$ cat config.mk
export PLATFORM = sky130hd
export DESIGN_NAME = rr_arbiter_4
export DESIGN_NICKNAME = d
export VERILOG_FILES = /design/src/rtl/rr_arb_pkg.sv /design/src/rtl/rr_priority_pick.sv /design/src/rtl/rr_arbiter_4.sv
export SDC_FILE = /design/constraint.sdc
export NUM_CORES = 1
export LEC_CHECK = 0
export CAP_MARGIN = 20
export CORE_MARGIN = 8
export CORE_UTILIZATION = 50
export DETAILED_ROUTE_END_ITERATION = 12
export PLACE_DENSITY_LB_ADDON = 0.3
export SYNTH_ARGS = -nofsm -noshare
export SYNTH_HDL_FRONTEND = slang
export SYNTH_SLANG_ARGS = --single-unit
export TNS_END_PERCENT = 100
$ cat constraint.sdc
create_clock -name clk -period 1.83 [get_ports clk]
set_input_delay 0.183 -clock clk [delete_from_list [all_inputs] [get_ports clk]]
set_output_delay 0.183 -clock clk [all_outputs]
set_load 0.01 [all_outputs]
$ cat src/rtl/rr_arb_pkg.sv
// rr_arb_pkg: shared types, constants and the round-robin pick helper for the
// four-client arbiter.
//   state_t     : arbiter FSM states (IDLE, GRANT)
//   NUM_CLIENTS : number of requesters
//   IDX_W       : width of a client index
//   rr_pick     : rotate-and-find-first-set winner selection
package rr_arb_pkg;

  typedef enum logic [0:0] {
    IDLE  = 1'b0,
    GRANT = 1'b1
  } state_t;

  localparam int NUM_CLIENTS = 4;
  localparam int IDX_W       = 2;

  // Search last+1, last+2, last+3, last (mod 4) and return the first set bit.
  // The index arithmetic wraps naturally in IDX_W bits. With no request the
  // pointer itself is returned so the result is never undefined.
  function automatic logic [IDX_W-1:0] rr_pick(
    input logic [NUM_CLIENTS-1:0] req,
    input logic [IDX_W-1:0]       last
  );
    logic [IDX_W-1:0] idx;
    logic [IDX_W-1:0] pick;
    logic             found;
    pick  = last;
    found = 1'b0;
    for (int i = 1; i <= NUM_CLIENTS; i++) begin
      idx = last + IDX_W'(i);
      if (!found && req[idx]) begin
        pick  = idx;
        found = 1'b1;
      end
    end
    return pick;
  endfunction

endpackage

$ cat src/rtl/rr_priority_pick.sv
// rr_priority_pick: combinational round-robin winner selection.
//   req     in  [3:0] per-client request
//   last    in  [1:0] most recently granted client (lowest priority)
//   winner  out [1:0] selected client; equals last when no request is set
//   any_req out       at least one request is set
module rr_priority_pick
  import rr_arb_pkg::*;
(
  input  logic [NUM_CLIENTS-1:0] req,
  input  logic [IDX_W-1:0]       last,
  output logic [IDX_W-1:0]       winner,
  output logic                   any_req
);

  // Rotating priority search starting just after the previous grantee.
  always_comb begin
    winner  = rr_pick(req, last);
    any_req = |req;
  end

endmodule

$ cat src/rtl/rr_arbiter_4.sv
// rr_arbiter_4: four-client round-robin arbiter with grant hold and watchdog.
//   clk       in      system clock, rising edge
//   rst       in      asynchronous active-high reset
//   req       in  [3:0] level-sensitive per-client request
//   done      in      grantee completion, only looked at while granted
//   gnt_valid out     registered, high while a grant is active
//   gnt_idx   out [1:0] registered index of the granted client (qualify with gnt_valid)
//   timeout   out     registered one-cycle pulse on a watchdog-forced release
module rr_arbiter_4
  import rr_arb_pkg::*;
#(
  parameter int MAX_HOLD = 16
) (
  input  logic                   clk,
  input  logic                   rst,
  input  logic [NUM_CLIENTS-1:0] req,
  input  logic                   done,
  output logic                   gnt_valid,
  output logic [IDX_W-1:0]       gnt_idx,
  output logic                   timeout
);

  localparam int             CNT_W     = $clog2(MAX_HOLD + 1);
  localparam logic [CNT_W-1:0] HOLD_LAST = CNT_W'(MAX_HOLD - 1);
  localparam logic [CNT_W-1:0] CNT_SAT   = {CNT_W{1'b1}};

  state_t           state_r;
  logic [IDX_W-1:0] last_r;
  logic [CNT_W-1:0] hold_cnt_r;
  logic [IDX_W-1:0] winner_s;
  logic             any_req_s;

  rr_priority_pick u_pick (
    .req     (req),
    .last    (last_r),
    .winner  (winner_s),
    .any_req (any_req_s)
  );

  // Arbiter FSM: grant selection, release priority, hold counter and outputs.
  always_ff @(posedge clk or posedge rst) begin
    if (rst) begin
      state_r    <= IDLE;
      gnt_valid  <= 1'b0;
      gnt_idx    <= 2'b00;
      timeout    <= 1'b0;
      hold_cnt_r <= '0;
      last_r     <= 2'd3;
    end else begin
      timeout <= 1'b0;
      case (state_r)
        IDLE: begin
          if (any_req_s) begin
            state_r    <= GRANT;
            gnt_valid  <= 1'b1;
            gnt_idx    <= winner_s;
            last_r     <= winner_s;
            hold_cnt_r <= '0;
          end else begin
            state_r   <= IDLE;
            gnt_valid <= 1'b0;
          end
        end
        GRANT: begin
          // done outranks the watchdog, so a coincident done never pulses timeout.
          if (done || !req[gnt_idx]) begin
            state_r    <= IDLE;
            gnt_valid  <= 1'b0;
            hold_cnt_r <= '0;
          end else if (hold_cnt_r == HOLD_LAST) begin
            state_r    <= IDLE;
            gnt_valid  <= 1'b0;
            hold_cnt_r <= '0;
            timeout    <= 1'b1;
          end else begin
            if (hold_cnt_r != CNT_SAT) begin
              hold_cnt_r <= hold_cnt_r + CNT_W'(1);
            end else begin
              hold_cnt_r <= hold_cnt_r;
            end
          end
        end
        default: begin
          state_r   <= IDLE;
          gnt_valid <= 1'b0;
        end
      endcase
    end
  end

endmodule

==> impl_metrics.json, run 1 <==
{
  "status": "complete, no violations",
  "ys_seq_area_share_pct": 45.3,
  "clock_latency_ns": 0.28,
  "synth.area.top_cells": "dfrtp_1 37%, dfstp_2 7.9%, nand2_1 5.1%",
  "io_pins": 11,
  "num_rows": 13,
  "gp_congestion": 0.829,
  "critical_path_arrival_ns": 1.67,
  "num_vias": 558,
  "synthCells": 70,
  "crit_path_end_kind": "flop",
  "n_antenna_cell": 0,
  "area_growth_pct": 23.4,
  "cts-root-buf": "clkbuf_4",
  "via_per_inst": 5.64,
  "slew_viol_final": 0,
  "design_area_um2": 825,
  "drive_gt1_share_pct": 15.5,
  "grt_pass1_vias": 549,
  "chipWidth_um": 52.6,
  "cts_buffers": 3,
  "die_area_um2": 2760,
  "hold_buffers": 0,
  "path_clk_slew_ns": 0.08,
  "fill_cells": 109,
  "synth_edf_count": 0,
  "clock_path_buffers": 2,
  "start_kind": "flop",
  "synth_top_area_cell": "dfrtp_1",
  "crit_path_max_fanout": 3,
  "avgSynthCellArea_um2": 9.54,
  "tritoncts": "built",
  "timing.fmax_ghz": 0.658,
  "port_buffers": 10,
  "slew_headroom_pct": 70.2,
  "cts_resized": 0,
  "skew_ns": 0.000782,
  "async_flop_share_pct": 100,
  "num-nets-final": 93,
  "ys_warn_count": 0,
  "cp_cell_sequence": "mux4_1, and2_1, o21ai_2, o21ai_0",
  "final-setup-viol-count": 0,
  "ys.flop_type": "dfrtp_1",
  "p_per_area_nw_per_um2": 1230,
  "critPathSlowestCell": "mux4_1",
  "slowest_delay_ns": 0.59,
  "cts_sinks": 12,
  "final_util_pct": 65.0,
  "path_buf_inv": 0,
  "drt.antenna.violating_nets": 0,
  "hold_viol_final": 0,
  "fin_crit_ns": 1.52,
  "tightest_slew_ns": 0.446,
  "grt_antenna_before_repair": 0,
  "drc": 0,
  "final-instance-count-excl-fill": 99,
  "ys_seq_elements": 12,
  "finalCritPeriodShare_pct": 83.0,
  "start_util_pct": 52.7,
  "setup_tns_ns": 0,
  "syn_area_um2": 668,
  "crit_type": "reg -> reg",
  "maxCapViolCount": 0,
  "hp-class": "in -> async",
  "drt_iter0_drc": 25,
  "placed_area_um2": 788,
  "dp_cells": 95,
  "synth_nets": 78,
  "ctsHtreeMaxLevel": 1,
  "path_delay_family": "multiplexers",
  "grt_setup_unrepaired": "false",
  "synth_top_area_share_pct": 37.5,
  "drtPass1Iterations": 4,
  "wirelength_um": 1400,
  "coreArea_um2": 1270,
  "track_usage_pct": 11.4,
  "leakagePower_nw": 0.353,
  "required_ns": 1.98,
  "vdd_drop_max_mv": 0.550,
  "grt_pass1_wl_um": 2370,
  "wl_per_cell_um": 14.1,
  "hpwl_um": 1010,
  "grt_overflow": 0,
  "rrSetupSlack_ns": 0.31,
  "ys_types": 31,
  "grt_max_degree": 13,
  "cts_setup_buffers": 0,
  "die_y_um": 52.6
}
[cell type report]
| class | count | area [µm²] | share of cell area, % |
|---|---|---|---|
| multi-input combinational | 47 | 314 | 38.1 |
| sequential | 12 | 303 | 36.7 |
| timing repair buffer | 13 | 123 | 14.9 |
| clock buffer | 4 | 36.3 | 4.40 |
| inverter | 8 | 30.0 | 3.64 |
| tap | 15 | 18.8 | 2.28 |
[where the power goes]
group | internal, mW | leakage, nW | switching, mW
combinational | 0.186 | 0.182 | 0.172
clock | 0.121 | 0.0210 | 0.0954
sequential | 0.361 | 0.151 | 0.0773
[synthesized netlist by cell type, types with 2 or more instances]
cell type and n:
dfrtp_1 10, nand2_1 9, inv_1 8, a21oi_1 5
o21ai_0 5, nand3_1 3, clkbuf_2 2, dfstp_2 2
nand2b_1 2, nor2_1 2, nor3_1 2
[through the flow]
step	setup WS [ns]	hold slack [ns]	power [mW]
3_5_place_dp	0.0280	0.504	0.797
6_report	0.311	0.198	1.01
2_1_floorplan	0.393	0.0463	0.682
3_3_place_gp	0.0428	0.484	0.790
5_1_grt	0.227	0.248	1.09
4_1_cts	0.290	0.214	1.02
[state kept, by name, summed over array words and instances, names as in the netlist]
register    cells
gnt_idx         2
gnt_valid       1
state_r         1
timeout         1
hold_cnt_r      5
last_r          2
[final timing paths]
path | cells after the start | to | startpoint
max in group asynchronous | 2 | last_r[0]$_DFFE_PP1P_ | rst
max reg2reg | 4 | gnt_valid$_DFFE_PP0P_ | gnt_idx[1]$_DFFE_PP0P_
min in group clk | 2 | last_r[1]$_DFFE_PP1P_ | last_r[1]$_DFFE_PP1P_
min reg2reg | 2 | last_r[1]$_DFFE_PP1P_ | last_r[1]$_DFFE_PP1P_
min | 2 | gnt_valid$_DFFE_PP0P_ | rst
max | 4 | gnt_valid$_DFFE_PP0P_ | gnt_idx[1]$_DFFE_PP0P_
[cell usage in the layout (no fill, tap or decap)]
cell type and n:
o21ai_2 1, buf_4 3, mux2i_1 1, clkdlybuf4s50_1 10, nand2b_1 2, nor2b_1 1, a21oi_1 5, inv_1 8
a311o_1 1, or2_1 1, a21boi_0 1, and2_1 1, o22ai_1 1, clkbuf_4 3, nor2_1 2, nor3_1 2
o31a_1 1, o32ai_1 1, and3_1 1, nand2_1 9, a211oi_1 1, mux4_1 1, dfstp_2 2, a31oi_1 1
clkbuf_8 1, nor4_2 1, a211oi_2 1, o21ai_0 5, a2111o_1 1, ha_1 1, nand3_1 3, dfrtp_1 10
and4_4 1
[kinds of logic after synthesis]
logic type / share of synthesized area [%]
flip-flops: 45.3
AND/OR/NAND/NOR: 19.1
buffers and inverters: 7.68
AO/OA/AOI/OAI: 20.6
multiplexers: 5.43
adder cells (fa/ha/maj): 1.87
[metal layers]
metal	up-vias	part of all wire (%)	GRT usage, %
met3	3	7.6	5.11
met4	0	1.4	6.03
met1	255	46	13.5
li1	273	-	-
met5	-	0	0
met2	27	45	16.8
(Power assumes the default switching activity.)
==> run 2, diff against run 1 <==
- clock period: 1.83 -> 1.4 ns (I/O delays scaled with it)
==> run 2 against run 1 <==
Net effect: maximum frequency up 9.2%; sequential power up 29%; worst setup slack worse by 0.30 ns; clock power down 4%; critical endpoint is now state_r$_DFF_PP0_; cell count up 7.1%; total power up 37%; clock-buffer cell count down 1.
==> impl_metrics.json, run 2 (synthesis gave the netlist of run 1 again) <==
{
  "status": "complete, no violations",
  "wl_per_cell_um": 15.5,
  "die_y_um": 52.6,
  "drtPass1Iterations": 4,
  "gp_congestion": 0.866,
  "cts_sinks": 12,
  "dpl_worst_slack_ns": -0.336,
  "hold_buffers": 0,
  "finalCritPeriodShare_pct": 99.4,
  "rrSetupSlack_ns": 0.009,
  "start_util_pct": 52.7,
  "coreArea_um2": 1270,
  "drc": 0,
  "clock_latency_ns": 0.28,
  "crit_path_end_kind": "flop",
  "grt_antenna_before_repair": 0,
  "cts-root-buf": "clkbuf_4",
  "clock_path_buffers": 2,
  "fin_ws_ns": 0.00897,
  "grt_setup_unrepaired": "true",
  "hold_viol_final": 0,
  "dp_cells": 101,
  "slew_viol_final": 0,
  "area_growth_pct": 35.4,
  "mostFrequentLayoutCells": "11 x buf_4, 10 x dfrtp_1, 9 x nand2_1",
  "via_per_inst": 5.76,
  "grt_max_degree": 13,
  "p_per_area_nw_per_um2": 1540,
  "num_rows": 13,
  "drive_gt1_share_pct": 27.5,
  "port_buffers": 10,
  "n_antenna_cell": 0,
  "startpoint": "gnt_idx[1]$_DFFE_PP0P_",
  "num_vias": 611,
  "crit_type": "reg -> reg",
  "start_kind": "flop",
  "final-instance-count-excl-fill": 106,
  "rr_worst_depth": 4,
  "drt_iter0_drc": 17,
  "required_ns": 1.54,
  "critical_path_arrival_ns": 1.53,
  "maxCapViolCount": 0,
  "fin_crit_ns": 1.39,
  "r2r-end": "state_r$_DFF_PP0_",
  "cts_buffers": 3,
  "timing.fmax_ghz": 0.719,
  "largestRegisters": "hold_cnt_r x5, gnt_idx x2, last_r x2",
  "num-nets-final": 101,
  "grt_pass1_vias": 580,
  "vdd_drop_max_mv": 1.18,
  "drt.antenna.violating_nets": 0,
  "track_usage_pct": 12.7,
  "skew_ns": 0.0120,
  "io_pins": 11,
  "largest_reg_flops": 5,
  "final-setup-viol-count": 0,
  "hp-class": "in -> async",
  "regMostFlops": "hold_cnt_r",
  "grt_pass1_wl_um": 2580,
  "hpwl_um": 1140,
  "crit_path_max_fanout": 3,
  "wirelength_um": 1640,
  "ctsHtreeMaxLevel": 1,
  "tightest_slew_ns": 0.460,
  "slew_headroom_pct": 69.3,
  "path_clk_slew_ns": 0.07,
  "final_common_cell": "buf_4",
  "crit_end": "state_r$_DFF_PP0_",
  "r2r-start": "gnt_idx[1]$_DFFE_PP0P_",
  "leakagePower_nw": 0.428,
  "die_area_um2": 2760,
  "chipWidth_um": 52.6,
  "grt_overflow": 0,
  "tritoncts": "built"
}
[run 2: final cells by class]
cell class / count / area, µm²
clock buffers: 3 / 22.5
well taps: 15 / 18.8
flip-flops and latches: 12 / 303
inverters: 8 / 30.0
multi-input cells: 47 / 339
repair buffers: 21 / 191
fillers: 102 / 364
[run 2: what timing repair did]
| item | in CTS | in global routing |
|---|---|---|
| pin swaps | 0 | 0 |
| endpoints found under the setup margin | 6 | 9 |
| buffers inserted | 1 | 1 |
| gates resized for setup | 5 | 6 |
[run 2: report_power, final]
part	internal (mW)	total, mW	switching (mW)
registers	0.471	0.566	0.0951
clock network	0.0996	0.208	0.108
logic	0.337	0.614	0.278
[run 2: worst max-delay path: stages (launching register included)]
cell and delay, ns:
dfrtp_1 0.38, mux4_2 0.53, and2_4 0.17, o21ai_2 0.09
nand2_1 0.10
[run 2: routing by layer]
layer / global-route usage [%] / share of wire [%]
met1: 14.7 / 42
met2: 20.0 / 47
met3: 5.68 / 9.0
met4: 4.74 / 2.1
met5: 0 / 0
[run 2: through the flow]
step	area (µm²)	setup TNS (ns)	util (%)	total power [mW]	hold slack, ns
3_3_place_gp	830	-2.24	65.4	1.12	0.469
5_1_grt	905	-0.256	71.3	1.48	0.206
3_5_place_dp	830	-2.67	65.4	1.14	0.477
6_report	905	0	71.3	1.39	0.167
2_1_floorplan	664	0	-	0.896	0.00327
4_1_cts	882	0	69.5	1.37	0.176
[run 2: how the worst min path moves through the flow]
stage,slack [ns],start,endpoint
2_1_floorplan,0.003,rst,gnt_idx[0]$_DFFE_PP0P_
6_report,0.17,rst,hold_cnt_r[2]$_DFFE_PP0P_
3_5_place_dp,0.48,rst,hold_cnt_r[1]$_DFFE_PP0P_
3_3_place_gp,0.47,rst,gnt_idx[1]$_DFFE_PP0P_
5_1_grt,0.21,rst,hold_cnt_r[2]$_DFFE_PP0P_
4_1_cts,0.18,rst,hold_cnt_r[2]$_DFFE_PP0P_
==> run 3, diff against run 2 <==
- ABC_CLOCK_PERIOD_IN_PS: not set -> 1400
==> results of run 3 <==
No change in the layout: final DEF, timing and power equal those of run 2.
